===== src/rtl/jk_cnt_pkg.sv =====
// jk_cnt_pkg
//   Shared definitions for the JK-cell modulus counter.
//   Exports the 2-bit mode encoding (jk_mode_t) and its four named values
//   so that the counter and any surrounding logic agree on what each mode
//   code means.
package jk_cnt_pkg;

  typedef logic [1:0] jk_mode_t;

  localparam jk_mode_t MODE_HOLD = 2'b00;
  localparam jk_mode_t MODE_UP   = 2'b01;
  localparam jk_mode_t MODE_DOWN = 2'b10;
  localparam jk_mode_t MODE_LOAD = 2'b11;

endpackage


===== src/rtl/jk_cell.sv =====
// jk_cell
//   A single JK flip-flop with synchronous active-high reset.
//   Ports:
//     clk  in   rising-edge clock
//     rst  in   synchronous reset, active-high; forces q to 0
//     j    in   set request
//     k    in   reset request
//     q    out  registered flip-flop state
//   Behaviour: jk = 00 hold, 10 set, 01 reset, 11 toggle.
module jk_cell (
  input  logic clk,
  input  logic rst,
  input  logic j,
  input  logic k,
  output logic q
);

  always_ff @(posedge clk) begin
    if (rst) begin
      q <= 1'b0;
    end else begin
      case ({j, k})
        2'b10:   q <= 1'b1;
        2'b01:   q <= 1'b0;
        2'b11:   q <= ~q;
        default: q <= q;
      endcase
    end
  end

endmodule


===== src/rtl/jk_mod_counter.sv =====
// jk_mod_counter
//   Synchronous up/down/load counter with range 0..MODULUS-1, built from a
//   bank of WIDTH JK flip-flop cells. The next count is chosen first and each
//   cell is then driven with J/K so that it moves straight to its next bit.
//   Parameters:
//     WIDTH    counter width in bits (>= 1)
//     MODULUS  count range 0..MODULUS-1, 2 <= MODULUS <= 2**WIDTH
//   Ports:
//     clk       in   rising-edge clock
//     rst       in   synchronous reset, active-high (q=0, ovf=0)
//     en        in   count enable; 0 holds regardless of mode
//     mode      in   00 HOLD, 01 UP, 10 DOWN, 11 LOAD
//     load_val  in   value loaded in LOAD mode (clamped to MODULUS-1)
//     q         out  current count, straight from the cells
//     tc        out  terminal count (combinational)
//     ovf       out  registered one-cycle pulse for a wrap (or blocked step)
//   Configuration macro:
//     JK_CNT_SATURATE_EN  when defined, UP at MODULUS-1 and DOWN at 0 hold q
//                         instead of wrapping; ovf still pulses to flag it.
module jk_mod_counter
  import jk_cnt_pkg::*;
#(
  parameter int WIDTH   = 4,
  parameter int MODULUS = 16
) (
  input  logic             clk,
  input  logic             rst,
  input  logic             en,
  input  logic [1:0]       mode,
  input  logic [WIDTH-1:0] load_val,
  output logic [WIDTH-1:0] q,
  output logic             tc,
  output logic             ovf
);

  if (WIDTH < 1 || MODULUS < 2 || MODULUS > (2 ** WIDTH)) begin : g_bad_params
    $error("jk_mod_counter: illegal WIDTH/MODULUS combination");
  end

  // One spare bit so the load clamp and the +1/-1 results can be compared
  // against MODULUS-1 without aliasing.
  localparam logic [WIDTH:0]   MAX_V = (WIDTH + 1)'(MODULUS - 1);
  localparam logic [WIDTH-1:0] MAX_Q = MAX_V[WIDTH-1:0];

  logic [WIDTH:0]   q_wide;
  logic [WIDTH:0]   cand;
  logic [WIDTH-1:0] n;
  logic [WIDTH-1:0] j;
  logic [WIDTH-1:0] k;
  logic             at_max;
  logic             at_zero;
  logic             wrap;

  assign q_wide  = {1'b0, q};
  assign at_max  = (q_wide == MAX_V);
  assign at_zero = (q == '0);

  assign tc = en & (((mode == MODE_UP) & at_max) | ((mode == MODE_DOWN) & at_zero));

  // Next-value selection. The final clamp only ever bites on LOAD, since the
  // UP/DOWN paths already handle their bounds, but applying it to every
  // candidate guarantees q never leaves 0..MODULUS-1.
  always_comb begin
    cand = q_wide;
    wrap = 1'b0;
    if (en) begin
      case (mode)
        MODE_UP: begin
          if (at_max) begin
            wrap = 1'b1;
`ifdef JK_CNT_SATURATE_EN
            cand = q_wide;
`else
            cand = '0;
`endif
          end else begin
            cand = q_wide + 1'b1;
          end
        end
        MODE_DOWN: begin
          if (at_zero) begin
            wrap = 1'b1;
`ifdef JK_CNT_SATURATE_EN
            cand = q_wide;
`else
            cand = MAX_V;
`endif
          end else begin
            cand = q_wide - 1'b1;
          end
        end
        MODE_LOAD: cand = {1'b0, load_val};
        default:   cand = q_wide;
      endcase
    end
    if (cand > MAX_V) begin
      cand = MAX_V;
    end
  end

  assign n = (cand > MAX_V) ? MAX_Q : cand[WIDTH-1:0];

  // Drive each cell with set where the bit rises and reset where it falls;
  // J and K are mutually exclusive so the toggle case is never used.
  assign j = n & ~q;
  assign k = ~n & q;

  for (genvar i = 0; i < WIDTH; i++) begin : g_cells
    jk_cell u_cell (
      .clk (clk),
      .rst (rst),
      .j   (j[i]),
      .k   (k[i]),
      .q   (q[i])
    );
  end

  always_ff @(posedge clk) begin
    if (rst) begin
      ovf <= 1'b0;
    end else begin
      ovf <= wrap;
    end
  end

endmodule


===== config.mk =====
export PLATFORM = sky130hd
export DESIGN_NAME = jk_mod_counter
export DESIGN_NICKNAME = d
export VERILOG_FILES = /design/src/rtl/jk_cnt_pkg.sv /design/src/rtl/jk_cell.sv /design/src/rtl/jk_mod_counter.sv
export SDC_FILE = /design/constraint.sdc
export NUM_CORES = 1
export LEC_CHECK = 0
export BUFFER_PORTS_ARGS = -buffer_cell sky130_fd_sc_hd__buf_2
export CAP_MARGIN = 25
export CORE_AREA = 4 4 41 43
export CTS_BUF_LIST = sky130_fd_sc_hd__clkbuf_16
export DETAILED_ROUTE_END_ITERATION = 10
export DIE_AREA = 0 0 45 47
export GPL_ROUTABILITY_DRIVEN = 0
export PLACE_DENSITY = 0.63
export SYNTH_ARGS = -nofsm -noshare
export SYNTH_HDL_FRONTEND = slang
export SYNTH_SLANG_ARGS = --single-unit
export TNS_END_PERCENT = 1

===== constraint.sdc =====
create_clock -name clk -period 2.45 [get_ports clk]
set_clock_uncertainty 0.2 [all_clocks]
set_input_delay 0.245 -clock clk [delete_from_list [all_inputs] [get_ports clk]]
set_output_delay 0.245 -clock clk [all_outputs]
set_load 0.05 [all_outputs]

Yosys cells after proc, flatten, opt, wreduce, memory -nomap -nowiden
Cells that the tools add are included.

word-level totals
  logic and storage cells = 57
  flip-flop bits (word level) = 5
  input port bits = 9

operators by class
  $add $sub $neg = 2
  multiplexer cells = 13
  order comparisons = 2
  reductions and logical operators = 6
  eq/ne operators = 16
  bitwise logic cells = 13

operators with widths
  operator             number
  $eq 2x2->1 const B   10
  $mux 5               4
  $pmux 5 s3           1
  $pmux 1 s3           4
  $reduce_bool 3->1    4
  $eq 2x1->1 const B   5
  $gt 5x4->1 const B   2
  $and 4x4->4          2
  $not 4->4            2
  $add 4x1->5 const B  1
  $not 1->1            5
  $sub 4x1->5 const B  1
  $eq 4x4->1 const B   1
  $logic_not 4->1      1
  $mux 4               1
  $and 1x1->1          3
  $mux 1               2
  $pmux 1 s2           1
  $reduce_or 2->1      1
  $or 1x1->1           1

Longest topological paths before layout
  depth in word-level cells = 12
  gate-level depth with buffers = 11
  mapped depth without buffers = 10

Cells and area by module
Synthesis repeated with hierarchy kept, for this count alone.

unflattened totals
  cell total of the unflattened synthesis = 64
  area, all modules = 549.3 um^2

by module, submodules not included
  module          cells each  area each (um^2)  sequential area each (um^2)  instances
  jk_mod_counter  48          354.1             20.0                         1
  jk_cell         4           48.8              20.0                         4

Worst setup path after synthesis
No wires, ideal clock.

  kind = register to register
  start point = reg g_cells[0].u_cell.q
  end point = reg g_cells[0].u_cell.q
  slack = 384 ps
  setup time = 114 ps
  stages on the path, launching flop included = 9
  arrival = 1,753 ps
  cells stage by stage = dfxtp_1 -> ha_1 -> nand3_1 -> and3_1 -> a221o_1 -> a21oi_1 -> ha_1 -> a21oi_1 -> nor2_1

between the ends
  longest elaborated chain between the ends = 12
  elaborated cells between the ends (all ways) = 22
  classes of those cells = 2 x add/sub; 2 x order compare; 4 x eq/ne; 7 x mux; 5 x bitwise; 2 x reduce/logical

ends and longest elaborated chain
  item                                             RTL line                                    source
  from (decl)                                      jk_cell.sv:15                               output logic q
  from (signal assigned)                           jk_cell.sv:25                               2'b11: q <= ~q;
  from (signal assigned)                           jk_cell.sv:26                               default: q <= q;
  $sub 4x1->5, or another cell as far along        jk_mod_counter.sv:89                        cand = q_wide - 1'b1;
  $mux 5, on equally long branches                 jk_mod_counter.sv:81, jk_mod_counter.sv:69
  $pmux 5 s3                                       jk_mod_counter.sv:67                        case (mode)
  $mux 5                                           jk_mod_counter.sv:66                        if (en) begin
  $gt 5x4->1                                       jk_mod_counter.sv:96                        if (cand > MAX_V) begin
  $mux 5                                           jk_mod_counter.sv:96
  $gt 5x4->1                                       jk_mod_counter.sv:101                       assign n = (cand > MAX_V) ? MAX_Q : cand[WIDTH-1:0];
  $mux 4                                           jk_mod_counter.sv:101
  $not 4->4                                        jk_mod_counter.sv:106                       assign k = ~n & q;
  $and 4x4->4                                      jk_mod_counter.sv:106
  $eq 2x2->1 or $eq 2x1->1 (tied branches)         jk_cell.sv:22                               case ({j, k})
  $pmux 1 s3 or $reduce_bool 3->1 (tied branches)  -

Parallel ways exist; a longest one is shown, timed or not.
A chain may end at the register's enable or synchronous reset.

Worst setup path after layout
Ends and elaborated chain as after synthesis.

==> flow_summary.yaml <==
setup_path:
  cp-start-kind: "flip-flop"
  max_stage_delay_ns: 0.50
  r2r_start: "g_cells[0].u_cell.q"
  crit_path_end_kind: "flip-flop"
  critPathRequiredTime_ns: 2.41
  reg2reg_depth: 9
  path_cells: "ha_1 -> nand3_1 -> and3_1 -> a221o_1 -> a21oi_1 -> ha_1 -> nor2_1 -> a21oi_1 -> nor2_1"
  cpMaxStageDelayCell: "dfxtp_1"
  rrSetupSlack_ns: 0.19
  r2r_end: "g_cells[0].u_cell.q"
  timing_worst_setup_path_type: "flip-flop to flip-flop"
  cp_max_fo: 9
  arrival_ns: 2.22
pwr:
  switchingPower_mw: 0.3726
  power_frac_comb_pct: 49.5
  sw_frac_of_total_pct: 42.91
  p_leak_nw: 0.3479
  power_mw: 0.8682
  pwr-share-clk_pct: 30.3
  p_int_mw: 0.4956
  seqPwrFrac_pct: 20.3
  power_density_nw_per_um2: 1248
  ir_drop_v: 0.0006797
run_status:
  status: "complete, no violations"
placement:
  placed_cells: 93
  port_buffers: 14
  dp_hpwl_um: 923.8
  post-place-ws_ns: 0.1777
synth:
  synth_seq_cells: 5
  synth_top_family_by_area: "compound AO/OA/AOI/OAI gates"
  synthDistinctLibCells: 30
  yosysTopAreaCellShare_pct: 21.93
  synth_adder_area_share_pct: 21.93
  synth.area.top_cells: "ha_1, dfxtp_1, nor2_1, buf_4, a21oi_1"
  syn_area_um2: 570.5
  syn_nets: 88
  syn-instance-count: 69
  synth_xor_area_share_pct: 1.535
  yosysTopAreaCell: "ha_1"
  synth-seq-area-share_pct: 17.54
  ys_warn_count: 0
  synthMuxAreaShare_pct: 1.754
  synthSimpleGateAreaFrac_pct: 21.71
  synth_compound_area_share_pct: 22.15
  syn_avg_cell_area_um2: 8.269
clock_tree:
  postCtsHoldBufs: 0
  cts_tree: "yes"
  cts_resized: 0
  clk_pin_slew_ns: 0.03
  root_buffer: "clkbuf_16"
  numCtsBuffers: 3
  clock_path_buffers: 2
  cts_max_level: 1
  cts_setup_buffers: 0
  clock-sinks: 5
  clock_latency_ns: 0.23
floorplanning:
  num_rows: 13
  fp.dieW_um: 45
  fp.dieH_um: 47
  initial_core_util_pct: 43.85
  die_area_um2: 2115
  ios: 15
  core_area_um2: 1301
route:
  vias: 499
  dr.pass1.iters: 4
  wl_um: 1159
  drc_errors: 0
  ant_nets: 0
  drt_iter0_markers: 8
  wl_per_cell_um: 11.95
  viasPerCell: 5.144
grt:
  grtUsageTotal_pct: 13.05
  grt-ovfl-total: 0
  grt_max_degree: 12
  antenna_found_initial: 0
  first_global_vias: 450
  grt_pass1_wl_um: 1973
sta:
  tightest_slew_ns: 0.3734
  fin_crit_ns: 2.260
  maxSlewViolCount: 0
  finalSetupViolCount: 0
  min_period_over_period_pct: 92.23
  setup_ws_ns: 0.1905
  slew_headroom_pct: 75.07
  hold_slack_ns: 0.06478
  grt_setup_unrepaired: "false"
  tns_ns: 0
  hold_viol_final: 0
  fmax_ghz: 0.4426
cells_and_area:
  layout-drive-gt1-share_pct: 29.27
  fillers: 129
  area_growth_pct: 21.93
  num_antenna_cells: 0
  mostFrequentLayoutCell: "buf_2"
  stdcell_count: 97
  final_cell_mix: "buf_2, nor2_1, ha_1"
  nets: 102
hold_path:
  min_from: "rst"
  min_to: "g_cells[0].u_cell.q"
  whs_path_depth: 2
  hold_class: "input port to flip-flop"
job:
  max_cap_violations: 0
## worst max-delay path, delay by kind of cell (launching register included)
kind | cells | cell delay (ns)
and+or+nand+nor | 4 | 0.49
AOI/OAI and AO/OA | 3 | 0.45
DFF | 1 | 0.50
adders and majority gates | 2 | 0.55
## cells by family after synthesis
family	count (synthesis)
muxes	1
adders and majority gates	10
and+or+nand+nor	21
xor gates and xnor gates	1
DFF	5
AOI/OAI and AO/OA	19
buffers and inverters	12
## stage by stage
step                instance area, um^2  util [%]
floorplan                         570.5         -
global placement                  616.8     47.40
detailed placement                616.8     47.40
CTS                               695.7     53.46
global route                      695.7     53.46
finish                            695.7     53.46
## power groups by stage
| stage | Clock (mW) | Sequential (mW) | Combinational, mW |
|---|---|---|---|
| after global routing | 0.275 | 0.185 | 0.481 |
| after CTS | 0.267 | 0.177 | 0.434 |
| after global placement | 0 | 0.175 | 0.431 |
| final | 0.263 | 0.176 | 0.429 |
| after detailed placement | 0 | 0.178 | 0.433 |
| after floorplan | 0 | 0.146 | 0.432 |
## registers in the layout, summed over array words and instances, names as in the netlist
name,count
ovf,1
g_cells.u_cell.q,4
## worst max-delay path by stage
stage | start | to | cells after the start
2_1_floorplan | g_cells[0].u_cell.q | g_cells[0].u_cell.q | 8
3_3_place_gp | g_cells[0].u_cell.q | g_cells[0].u_cell.q | 8
3_5_place_dp | g_cells[0].u_cell.q | g_cells[0].u_cell.q | 9
4_1_cts | g_cells[0].u_cell.q | g_cells[0].u_cell.q | 9
5_1_grt | g_cells[0].u_cell.q | g_cells[0].u_cell.q | 9
6_report | g_cells[0].u_cell.q | g_cells[0].u_cell.q | 9
## synthesized netlist by cell type, drive strengths merged
library cell	number
nor2b	2
xor2	1
a222oi	1
o211ai	1
and3	1
mux2i	1
a31o	1
o21ai	5
dfxtp	5
nor2	10
inv	5
a221o	1
and4b	1
nor4bb	1
ha	10
a21boi	1
a22oi	1
nand3	1
a21oi	5
nand2	2
nor3	2
nand2b	1
buf	7
a221oi	1
a41oi	1
a21o	1
## per-layer routing
layer | GRT usage [%] | part of all wire, % | vias up | wire length (um)
met4 | 7.018 | 1.8 | 0 | 21
li1 | - | - | 271 | -
met2 | 18.08 | 43 | 14 | 501
met3 | 3.831 | 6.9 | 4 | 80
met1 | 18.04 | 48 | 210 | 556
met5 | 0 | 0 | - | 0
## cell type report
class                      count  area [um^2]  area share [%]
timing repair buffer          16        85.08           12.23
multi-input combinational     52        394.1           56.65
sequential                     5        100.1           14.39
clock buffer                   3        75.07           10.79
inverter                       5        18.77           2.698
tap                           15        18.77           2.698
clock inverter                 1        3.754          0.5396
(Power assumes the default switching activity.)
